<file path="src/rtl/rr_arbiter8_pkg.sv">
// rtl/rr_arbiter8_pkg.sv - shared constants and state type for the 8-way round-robin arbiter
package rr_arbiter8_pkg;

  localparam int NUM_REQ = 8;
  localparam int DATA_W  = 5;
  localparam int ID_W    = 3;

  typedef enum logic {
    IDLE  = 1'b0,
    GRANT = 1'b1
  } state_t;

endpackage

</file>
<file path="src/rtl/rr_arbiter8_mux8.sv">
// rtl/rr_arbiter8_mux8.sv - 8:1 payload multiplexer used to pick the winning requester's data
module mux8 #(
  parameter int W = 5
) (
  input  logic [2:0]   S,
  input  logic [W-1:0] D0,
  input  logic [W-1:0] D1,
  input  logic [W-1:0] D2,
  input  logic [W-1:0] D3,
  input  logic [W-1:0] D4,
  input  logic [W-1:0] D5,
  input  logic [W-1:0] D6,
  input  logic [W-1:0] D7,
  output logic [W-1:0] Y
);

  always_comb begin
    Y = D0;
    case (S)
      3'd1: Y = D1;
      3'd2: Y = D2;
      3'd3: Y = D3;
      3'd4: Y = D4;
      3'd5: Y = D5;
      3'd6: Y = D6;
      3'd7: Y = D7;
      default: Y = D0;
    endcase
  end

endmodule

</file>
<file path="src/rtl/rr_arbiter8.sv">
// rtl/rr_arbiter8.sv - 8-requester round-robin arbiter with a registered one-deep output slot
module rr_arbiter8
  import rr_arbiter8_pkg::*;
#(
  parameter logic [ID_W-1:0] PTR_INIT = 3'd0
) (
  input  logic               Clk,
  input  logic               Reset,
  input  logic [NUM_REQ-1:0] Req,
  input  logic [DATA_W-1:0]  Data0,
  input  logic [DATA_W-1:0]  Data1,
  input  logic [DATA_W-1:0]  Data2,
  input  logic [DATA_W-1:0]  Data3,
  input  logic [DATA_W-1:0]  Data4,
  input  logic [DATA_W-1:0]  Data5,
  input  logic [DATA_W-1:0]  Data6,
  input  logic [DATA_W-1:0]  Data7,
  output logic [NUM_REQ-1:0] Ack,
  output logic               Out_Valid,
  input  logic               Out_Ready,
  output logic [DATA_W-1:0]  Out_Data,
  output logic [ID_W-1:0]    Out_Id,
  output logic               Busy
);

  state_t            state, state_n;
  logic [ID_W-1:0]   ptr, ptr_n;
  logic [ID_W-1:0]   sel, sel_n;
  logic [DATA_W-1:0] data_q, data_n;
  logic [ID_W-1:0]   winner;
  logic [DATA_W-1:0] mux_y;

  // First set request bit at or after ptr, wrapping 7 -> 0.
  function automatic logic [ID_W-1:0] rr_pick(input logic [NUM_REQ-1:0] r,
                                               input logic [ID_W-1:0]    p);
    logic [ID_W-1:0] idx;
    logic            found;
    rr_pick = p;
    found   = 1'b0;
    for (int k = 0; k < NUM_REQ; k++) begin
      idx = p + ID_W'(k);
      if (!found && r[idx]) begin
        rr_pick = idx;
        found   = 1'b1;
      end
    end
  endfunction

  assign winner = rr_pick(Req, ptr);

  mux8 #(.W(DATA_W)) u_mux8 (
    .S  (winner),
    .D0 (Data0),
    .D1 (Data1),
    .D2 (Data2),
    .D3 (Data3),
    .D4 (Data4),
    .D5 (Data5),
    .D6 (Data6),
    .D7 (Data7),
    .Y  (mux_y)
  );

  always_comb begin
    state_n = state;
    ptr_n   = ptr;
    sel_n   = sel;
    data_n  = data_q;
    case (state)
      IDLE: begin
        if (|Req) begin
          state_n = GRANT;
          sel_n   = winner;
          data_n  = mux_y;
        end
      end
      GRANT: begin
        if (Out_Ready) begin
          state_n = IDLE;
          ptr_n   = sel + ID_W'(1);
        end
      end
      default: state_n = IDLE;
    endcase
  end

  always_ff @(posedge Clk) begin
    if (Reset) begin
      state  <= IDLE;
      ptr    <= PTR_INIT;
      sel    <= '0;
      data_q <= '0;
    end else begin
      state  <= state_n;
      ptr    <= ptr_n;
      sel    <= sel_n;
      data_q <= data_n;
    end
  end

  assign Busy      = (state == GRANT);
  assign Out_Valid = (state == GRANT);
  assign Out_Id    = Out_Valid ? sel : '0;
  assign Out_Data  = Out_Valid ? data_q : '0;
  // Reset wins over a coincident transfer, so the strobe is suppressed here too.
  assign Ack       = (Out_Valid && Out_Ready && !Reset) ? (NUM_REQ'(1) << sel) : '0;

endmodule

</file>
<file path="config.mk">
export PLATFORM = sky130hd
export DESIGN_NAME = rr_arbiter8
export DESIGN_NICKNAME = d
export VERILOG_FILES = /design/src/rtl/rr_arbiter8_pkg.sv /design/src/rtl/rr_arbiter8_mux8.sv /design/src/rtl/rr_arbiter8.sv
export SDC_FILE = /design/constraint.sdc
export NUM_CORES = 1
export LEC_CHECK = 0
export ABC_AREA = 0
export BUFFER_PORTS_ARGS = -buffer_cell sky130_fd_sc_hd__buf_2
export CORE_ASPECT_RATIO = 1.25
export CORE_UTILIZATION = 51
export DETAILED_ROUTE_END_ITERATION = 6
export PLACE_DENSITY = 0.82
export SYNTH_ARGS = -nofsm -noshare
export SYNTH_HDL_FRONTEND = slang
export SYNTH_HIERARCHICAL = 1
export SYNTH_SLANG_ARGS = --single-unit
</file>
<file path="constraint.sdc">
create_clock -name Clk -period 4.55 [get_ports Clk]
set_input_delay 0.2275 -clock Clk [delete_from_list [all_inputs] [get_ports Clk]]
set_output_delay 0.2275 -clock Clk [all_outputs]
set_load 0.1 [all_outputs]
</file>
=== After elaboration in Yosys (flattened, before gate mapping) ===
Cells that the tools add are included.
Widths: inputs -> output; s select.

* Reduce and logical (&&, ||, !) cells: 20
* Shift operators: 1
* Muxes and demuxes: 37
* Order comparisons: 8
* Bitwise logic cells: 1
* Equality and inequality tests: 7
* $add $sub $neg: 8

{| class="wikitable"
|+ Operators with widths
! cell !! count
|-
| $pmux 5 s7 || 1
|-
| $lt 3x4->1 const B || 8
|-
| $bmux 1 s3 || 8
|-
| $mux 3 || 8
|-
| $mux 1 || 17
|-
| $add 3x3->3 const B || 4
|-
| $eq 3x3->1 const B || 4
|-
| $logic_and 1x1->1 || 9
|-
| $logic_not 1->1 || 8
|-
| $mux 8 || 1
|-
| $reduce_or 8->1 || 1
|-
| $shl 1x3->8 const A || 1
|-
| $add 3x1->3 const B || 2
|-
| $add 3x2->3 const B || 2
|-
| $eq 3x2->1 const B || 2
|-
| $mux 5 || 1
|-
| $reduce_and 2->1 || 2
|-
| $eq 3x1->1 const B || 1
|-
| $pmux 1 s2 || 1
|-
| $not 1->1 || 1
|}

* Register bits after elaboration: 12
* Output and inout port bits: 18
* Logic and storage cells: 86
* Input port bits: 51

=== Depth between registers and ports, before layout ===
Gate-level depths: netlist of run 1.

* Depth in word-level cells: 26
* Depth in mapped cells: 18
* Gate-level depth less buffers: 14

=== By module ===
The synthesis of run 1 kept the hierarchy.

{| class="wikitable"
|+ Modules (own cells, without submodules)
! module !! times used !! sequential area each (um2) !! cells each !! area an instance (um2)
|-
| rr_arbiter8 || 1 || 240.2 || 182 || 1532.7
|-
| mux8 || 1 || 0.0 || 48 || 367.9
|}

=== Least setup slack after synthesis of run 1 ===
OpenSTA, ideal clock, no wires.

* Path kind: reg-to-reg
* From: register ptr[0]
* To: register data_q[3]
* Cell stages (with the launch flop): 18
* Path slack: 599 ps
* Arrival time: 3823 ps
* Path buffers: 3
* Required time: 4422 ps
* Cell sequence: dfxtp_1 -> buf_6 -> buf_2 -> clkinv_1 -> ha_1 -> buf_2 -> mux4_2 -> mux2_2 -> or2_1 -> a211o_1 -> nand3b_1 -> o221ai_1 -> nand2_1 -> mux2_1 -> and3_1 -> o32a_1 -> mux2i_1 -> nor2_1

* Word-level cells in the longest chain between the ends: 26
* Elaborated cells on any way between the ends: 59
* Classes of those cells: add/sub: 7; eq/ne: 7; mux: 31; reduce/logical: 14

{| class="wikitable"
|+ RTL lines
! what !! line !! RTL
|-
| from (decl) || rr_arbiter8.sv:27 || <nowiki>logic [ID_W-1:0] ptr, ptr_n;</nowiki>
|-
| from (signal assigned) || rr_arbiter8.sv:95 || <nowiki>ptr <= ptr_n;</nowiki>
|-
| branches (longest 23 deep; another with $add 3x1->3) || - ||
|-
| $mux 3 (*) || rr_arbiter8.sv:42 || <nowiki>if (!found && r[idx]) begin</nowiki>
|-
| net winner[2] || rr_arbiter8.sv:30 || <nowiki>logic [ID_W-1:0] winner;</nowiki>
|-
| $eq 3x3->1, or another cell as far along || rr_arbiter8_mux8.sv:19 || <nowiki>case (S)</nowiki>
|-
| $pmux 5 s7 (*) || rr_arbiter8_mux8.sv:19 ||
|-
| net mux_y[3] || rr_arbiter8.sv:31 || <nowiki>logic [DATA_W-1:0] mux_y;</nowiki>
|-
| to (signal assigned) || rr_arbiter8.sv:97 || <nowiki>data_q <= data_n;</nowiki>
|-
| to (decl) || rr_arbiter8.sv:29 || <nowiki>logic [DATA_W-1:0] data_q, data_n;</nowiki>
|}

Mark *: on every way through the listed nets, which the timed path passes. The select of a mux whose other input is x is not followed.
A chain may end at the register's enable or synchronous reset.

=== Final worst setup path of run 1 ===
Ends and elaborated chain as after synthesis.

==> out/metrics.yaml, run 1 <==
run_status: "finished clean"
crit_arrival_ns: 4.21
layout.nets: 354
cts-root-to-sink-buffers: 2
clock_tree.root_cell: "sky130_fd_sc_hd__clkbuf_8"
timing_worst_setup_path_type: "flop to flop"
post_detailed_route_wirelength_per_cell_um: 14.4
ctsResizeCount: 0
num_rows: 24
cts_setup_buffers: 0
antenna_cells: 0
number_of_antenna_violations_at_the_first_check_in_global_routing: 0
post-synth-top-area-fraction_pct: 12.6
initial_core_util_pct: 54.1
cap_viol_max_count: 0
slew_headroom_pct: 35.3
power.sequential.fraction_pct: 19.9
yosysSeqAreaShare_pct: 12.6
cts.clk_slew.worst_paths_ns: 0.05
finalSetupTns_ns: 0
power_frac_comb_pct: 63.2
holdCritPathClass: "input port to flop"
area.growth.synth_to_final_pct: 21.4
fin_worst_skew_ns: 0.000986
drt_drc_violations_left: 0
grt_start_max_net_pins: 21
fin_util_pct: 65.7
swShare_pct: 44.8
chipHeight_um: 70.3
final_design_area_no_fill_mm2: 0.00231
drt_iter0_drc: 80
route.antenna.remaining_nets: 0
place_hpwl_um: 3760
cp-end-kind: "flop"
whs_path_depth: 2
num_vias: 1993
ir_worst_vdd_uv: 330
port-buffer-count: 68
grt_setup_unrepaired: "no"
power_leakage_uw: 0.00105
synth_top_flop_cell: "sky130_fd_sc_hd__dfxtp_1"
post_dp_cell_area_mm2: 0.00225
reg2reg_slack_ns: 0.47
setup_viol_count_final: 0
power_frac_clock_pct: 16.9
timing.final.crit_share_pct: 89.8
dieArea_mm2: 0.00398
setup_slack_ns: 0.465
pin_count: 69
transition_time_at_the_pin_with_the_least_slew_margin_ns: 0.970
die_width_um: 56.6
launching_element_type_of_the_critical_path: "flop"
clk_latency_ns: 0.24
post_drt_via_cell_ratio: 5.98
syn-cell-area_mm2: 0.00190
timing.fmax_mhz: 245
grt_use_total_pct: 24.2
hold_viol_final: 0
critical_path.max_fanout: 13
cts_hold_buf: 0
total_congestion_overflow: 0
first_global_vias: 1862
multi_input_comb_area_mm2: 0.00155
h_tree_depth: 1
core_mm2: 0.00351
required_worst_endpoint_ns: 4.67
ys_warn_count: 6
asyncSetResetFlopFracSynth_pct: 0
yosysUniqueCellTypes: 51
fill_cells: 307
final_max_slew_viol_count: 0
synth_nets: 289
detailedPlace.worstSlack_ns: 0.523
post_synth_main_area_contributors: "sky130_fd_sc_hd__dfxtp_1 (13%), sky130_fd_sc_hd__mux4_2 (12%), sky130_fd_sc_hd__mux2i_1 (11%)"
period_minus_slack_ns: 4.08
syn-mean-instance-area_um2: 8.26
power_density_of_the_placed_cells_mw_per_mm2: 298
net_switching_power_uw: 308
drt-total-wl_um: 4800
seqCellArea_um2: 240
netlist.top_cell.by_area: "sky130_fd_sc_hd__dfxtp_1"
instance_count_of_the_mapped_netlist: 230
clock_sinks: 12
cts_inserted_buffers: 3
tritoncts_clock_tree: "yes"
synth_edf_count: 0
synth.ff_latch_count: 12
ff2ff_path_depth: 15
post_route_cells_drive_above_1_share_pct: 34.0
p_int_uw: 379
grt_first_pass_wirelength_um: 8050
firstDrtPassIters: 4
finalWeightedCongestion: 0.944
[power groups by stage]
stage / combinational, uW / clock, uW / sequential, uW
detailed placement: 428 / 0 / 138
global placement: 423 / 0 / 138
global route: 469 / 123 / 139
CTS: 432 / 116 / 136
finish: 434 / 116 / 136
floorplan: 345 / 0 / 137
[stage by stage]
stage               hold slack (ns)  instances  total power (uW)
floorplan                     0.306        230               482
global placement              0.441        329               561
detailed placement            0.452        329               566
CTS                           0.204        333               683
global route                  0.216        333               732
finish                        0.206        333               686
[worst max-delay path, stage by stage (launching register included)]
cell and delay, ns:
sky130_fd_sc_hd__dfxtp_1 0.33, sky130_fd_sc_hd__clkinv_1 0.19, sky130_fd_sc_hd__ha_1 0.66, sky130_fd_sc_hd__mux2_2 0.40, sky130_fd_sc_hd__mux2i_1 0.37, sky130_fd_sc_hd__mux2_2 0.29
sky130_fd_sc_hd__a21oi_1 0.07, sky130_fd_sc_hd__nor2_1 0.15, sky130_fd_sc_hd__o21ai_0 0.12, sky130_fd_sc_hd__xnor2_1 0.18, sky130_fd_sc_hd__buf_4 0.22, sky130_fd_sc_hd__or2b_1 0.25
sky130_fd_sc_hd__a22o_1 0.22, sky130_fd_sc_hd__o32a_1 0.32, sky130_fd_sc_hd__mux2i_1 0.13, sky130_fd_sc_hd__nor2_1 0.05
[synth_stat cells (all sizes together), types with 5 or more instances]
library cell  number
nor2              21
mux2i             20
a21oi             14
and2              13
dfxtp             12
nand2             12
mux2              11
buf               10
mux4              10
nand2b            10
ha                 8
inv                8
a211oi             7
and3               5
nor2b              5
o22ai              5
[per-layer routing]
metal  track usage [%]  wire [um]  vias up
li1                  -          -      995
met1              30.0       2080      941
met2              45.2       2520       51
met3              1.85        162        6
met4              4.07         37        0
met5                 0          0        -
[layout by cell type (no fill, tap or decap), drive strengths merged, types with 4 or more instances in the layout]
master  count
a21oi      14
nand2b     10
a211oi      7
dfxtp      12
o21ai       4
nand2      12
mux2       11
ha          8
mux2i      20
o22ai       5
nor2b       5
mux4       10
and3        5
nor2       21
clkbuf      4
and2       13
o22a        4
inv         8
buf        73
nor3        4
[logic make-up (layout without fill, tap and decap cells)]
group                    count (synthesis)  in the layout  share of synthesized area, %
buffers and inverters                   22             86                          5.73
flip-flops                              12             12                          12.6
multiplexers                            41             41                          29.1
AND/OR/NAND/NOR                         85             85                          23.8
XOR/XNOR                                 4              4                          1.84
AO/OA/AOI/OAI                           58             58                          21.7
adder cells (fa/ha/maj)                  8              8                          5.27
[worst paths after layout]
check / start / end
worst max-delay path: ptr[0]$_SDFFE_PP0P_ / data_q[3]$_SDFFE_PP0P_
worst min-delay path: Out_Ready / Busy$_SDFF_PP0_
worst max register to register: ptr[0]$_SDFFE_PP0P_ / data_q[3]$_SDFFE_PP0P_
worst min register to register: data_q[3]$_SDFFE_PP0P_ / data_q[3]$_SDFFE_PP0P_
[sequential cells by signal, summed over array words and instances (netlist names)]
name and count:
data_q 5, sel 3, ptr 3, Busy 1
[cell type report]
type,count,share of cell area (%)
Timing Repair Buffer,73,16.4
Clock buffer,4,2.39
Tap cell,39,2.11
Multi-Input combinational cell,196,67.2
Inverter,9,1.46
Sequential cell,12,10.4
(Power assumes the default switching activity.)
==> run 2, diff against run 1 <==
Settings changed: PLACE_DENSITY 0.82 to 0.81, SYNTH_HIERARCHICAL 1 to not set.
==> run 2 against run 1 <==
Against the previous run:
- combinational power rose by 3%
- clock skew rose by 0.0056 ns
- sequential share of layout area fell by 0.37 points
- largest cell class unchanged
- largest power group unchanged
- highest routed layer unchanged
==> out/metrics.yaml, run 2 <==
instance_count_of_the_mapped_netlist: 234  # +1.7%
cts-root-to-sink-buffers: 2  # unchanged
port-buffer-count: 68  # unchanged
power_leakage_uw: 0.00113  # +7.7%
cp-end-kind: "flop"
transition_time_at_the_pin_with_the_least_slew_margin_ns: 0.739  # -0.231 ns
firstDrtPassIters: 5  # +1
p_total_uw: 701  # +2.1%
ctsResizeCount: 0  # unchanged
swShare_pct: 45.7  # +0.89 points
yosysUniqueCellTypes: 56  # +9.8%
slew_headroom_pct: 50.7  # +15 points
hold_viol_final: 0  # unchanged
antenna_cells: 0  # unchanged
place_hpwl_um: 4270  # +14%
drt_iter0_drc: 111  # +39%
pin_count: 69  # unchanged
final_max_slew_viol_count: 0  # unchanged
cts_inserted_buffers: 3  # unchanged
first_global_vias: 1984  # +6.6%
layout.nets: 356  # +0.56%
synth_top_flop_cell: "sky130_fd_sc_hd__dfxtp_1"
power_frac_comb_pct: 63.7  # +0.5 points
route.antenna.remaining_nets: 0  # unchanged
clock_tree.root_cell: "sky130_fd_sc_hd__clkbuf_8"
wl_met2_um: 2760  # +9.4%
ys_warn_count: 0  # -6
p_int_uw: 381  # +0.44%
fin_util_pct: 63.7  # -2.0 points
numPlacedInstances: 332  # +0.91%
launching_element_type_of_the_critical_path: "flop"
timing.critical_path.slowest_cell_delay_ns: 0.61  # -0.05 ns
synth_xor_xnor_area_share_pct: 1.31  # -0.53 points
met3_wirelength_from_detailed_routing_um: 273  # +69%
tritoncts_clock_tree: "yes"
synth_edf_count: 0  # unchanged
syn-cell-area_mm2: 0.00200  # +5.1%
post_detailed_route_wirelength_per_cell_um: 16.2  # +13%
setup_viol_count_final: 0  # unchanged
fin_worst_skew_ns: 0.00654  # +0.00555 ns
crit_path_cell_trace: "inv_1, ha_1, mux4_1, mux2_4, o22ai_4, nand3_1, nor3_1, nand2b_1, mux2i_1, o221ai_1, o221a_1"
most_frequent_cells_in_the_layout: "sky130_fd_sc_hd__buf_2 (68), sky130_fd_sc_hd__nor2_1 (24), sky130_fd_sc_hd__mux2i_1 (21), sky130_fd_sc_hd__nand2_1 (17), sky130_fd_sc_hd__dfxtp_1 (12)"
total_congestion_overflow: 0  # unchanged
cap_viol_max_count: 0  # unchanged
holdCritPathClass: "input port to flop"
finalSetupTns_ns: 0  # unchanged
die_width_um: 58.0  # +2.4%
synth_top_cells_by_count: "sky130_fd_sc_hd__nor2_1 (24), sky130_fd_sc_hd__mux2i_1 (21), sky130_fd_sc_hd__nand2_1 (17), sky130_fd_sc_hd__dfxtp_1 (12), sky130_fd_sc_hd__inv_1 (11)"
maxUsedRoutingLayer: "met4"
post_route_cells_drive_above_1_share_pct: 33.4  # -0.57 points
netlist.top_cell.by_area: "sky130_fd_sc_hd__dfxtp_1"
post_synth_main_area_contributors: "sky130_fd_sc_hd__dfxtp_1 (12%), sky130_fd_sc_hd__mux2i_1 (11%), sky130_fd_sc_hd__mux4_2 (10%)"
grt_first_pass_wirelength_um: 9040  # +12%
drt_drc_violations_left: 0  # unchanged
instances_no_fill: 336  # +0.90%
detailedPlace.worstSlack_ns: 0.556  # +0.0339 ns
area.growth.synth_to_final_pct: 19.7
power_frac_clock_pct: 16.9  # about the same
asyncSetResetFlopFracSynth_pct: 0  # unchanged
power.sequential.fraction_pct: 19.4  # -0.5 points
synth_nets: 293  # +1.4%
cp_num_buf_inv: 1  # -1
net_switching_power_uw: 320  # +4.1%
clk_latency_ns: 0.24  # about the same
clock_sinks: 12  # unchanged
grt_setup_unrepaired: "no"
timing.final.crit_share_pct: 88.7  # -1.1 points
chipHeight_um: 72.0  # +2.5%
syn-mean-instance-area_um2: 8.54  # +3.3%
synth-compound-area-share_pct: 23.9  # +2.2 points
largest_register: "data_q"
num_rows: 25  # +4.2%
number_of_antenna_violations_at_the_first_check_in_global_routing: 0  # unchanged
power_density_of_the_placed_cells_mw_per_mm2: 293  # -1.5%
routedLengthMet1_um: 2270  # +9.5%
cts_hold_buf: 0  # unchanged
synth.mux.area_fraction_pct: 28.1  # -0.98 points
dieArea_mm2: 0.00417  # +5.0%
library_cell_contributing_the_largest_single_delay_on_the_critical_path: "sky130_fd_sc_hd__mux4_1"
grt_use_total_pct: 26.9  # +2.7 points
crit_arrival_ns: 4.17  # -0.04 ns
period_minus_slack_ns: 4.04  # -0.0498 ns
timing_worst_setup_path_type: "flop to flop"
finalWeightedCongestion: 0.949  # +0.49%
required_worst_endpoint_ns: 4.68  # about the same
synth.ff_latch_count: 12  # unchanged
initial_core_util_pct: 53.2  # -0.86 points
synth_top_family_by_area: "multiplexers"
core_mm2: 0.00375  # +6.8%
yosysSeqAreaShare_pct: 12.0  # -0.62 points
setup_slack_ns: 0.515  # +0.0498 ns
cts.clk_slew.worst_paths_ns: 0.06  # about the same
mostFrequentLayoutCell: "sky130_fd_sc_hd__buf_2"
ir_worst_vdd_uv: 204  # -38%
num_vias: 2093  # +5.0%
largest_reg_flops: 5  # unchanged
reg_top3: "data_q x5, ptr x3, sel x3"
synth-adder-area-share_pct: 5.01  # -0.26 points
grt_start_max_net_pins: 19  # -9.5%
run_status: "finished clean"
synth_most_common_cell: "sky130_fd_sc_hd__nor2_1"
post_drt_via_cell_ratio: 6.23  # +4.1%
drt-total-wl_um: 5460  # +14%
timing.fmax_mhz: 248  # +1.2%
post-synth-top-area-fraction_pct: 12.0  # -0.62 points
synth_simple_gate_area_share_pct: 23.3  # -0.47 points
h_tree_depth: 1  # unchanged
critical_path.max_fanout: 15  # +2
cts_setup_buffers: 0  # unchanged
critical-path-top-delay-family: "multiplexers"
==> run 2: cell count changes after synthesis, moves of 4 or more <==
cell                       change
sky130_fd_sc_hd__o21ai_1       +7
sky130_fd_sc_hd__a211oi_1      -4
sky130_fd_sc_hd__nand2b_1      -4
sky130_fd_sc_hd__nand3_1       +4
sky130_fd_sc_hd__and2_1        -4
sky130_fd_sc_hd__mux2_2        -7
sky130_fd_sc_hd__nor2_1        +4
sky130_fd_sc_hd__a21oi_1       -4
sky130_fd_sc_hd__a211o_1       +4
sky130_fd_sc_hd__nand2_1       +5
==> run 2: layer usage <==
layer,vias up,global-route usage [%]
met1,983,34.9
met5,-,0
met3,15,3.21
met2,84,44.8
met4,0,11.6
li1,1011,-
==> run 2: worst register-to-register path, delay by kind of cell (launching register included) <==
family,cells,cell delay (ns)
buffers and inverters,1,0.10
adders and majority gates,1,0.59
and+or+nand+nor,3,1.00
DFF,1,0.33
muxes,3,1.22
AOI/OAI and AO/OA,3,0.70
==> run 2: final cells by class <==
class                   count  area (um^2)
multi-input cells         196         1630
fillers                   335         1360
flip-flops and latches     12          240
inverters                  12         45.0
clock buffers               4         55.1
well taps                  40         50.0
repair buffers             72          370
==> run 2: power by group through the flow <==
stage | clock network (uW) | logic [uW] | registers [uW]
floorplan | 0 | 355 | 136
global placement | 0 | 433 | 138
detailed placement | 0 | 441 | 138
CTS | 119 | 442 | 136
global route | 124 | 477 | 138
finish | 118 | 446 | 136
==> run 2: logic make-up after synthesis <==
family | count (synthesis)
and+or+nand+nor | 89
AOI/OAI and AO/OA | 58
muxes | 38
buffers and inverters | 26
DFF | 12
adders and majority gates | 8
xor gates and xnor gates | 3
==> run 2: final timing paths <==
check	cells after the start	to	startpoint	slack [ns]
max	11	data_q[4]$_SDFFE_PP0P_	ptr[1]$_SDFFE_PP0P_	0.51
min	2	Busy$_SDFF_PP0_	Out_Ready	0.25
max reg2reg	11	data_q[4]$_SDFFE_PP0P_	ptr[1]$_SDFFE_PP0P_	0.51
min reg2reg	2	sel[1]$_SDFFE_PP0P_	sel[1]$_SDFFE_PP0P_	0.59
==> run 2: stage by stage <==
stage / area, um^2 / hold slack (ns)
after CTS: 2390 / 0.240
after global placement: 2340 / 0.497
after detailed placement: 2340 / 0.491
after global routing: 2390 / 0.255
after floorplan: 2000 / 0.322
final: 2390 / 0.246
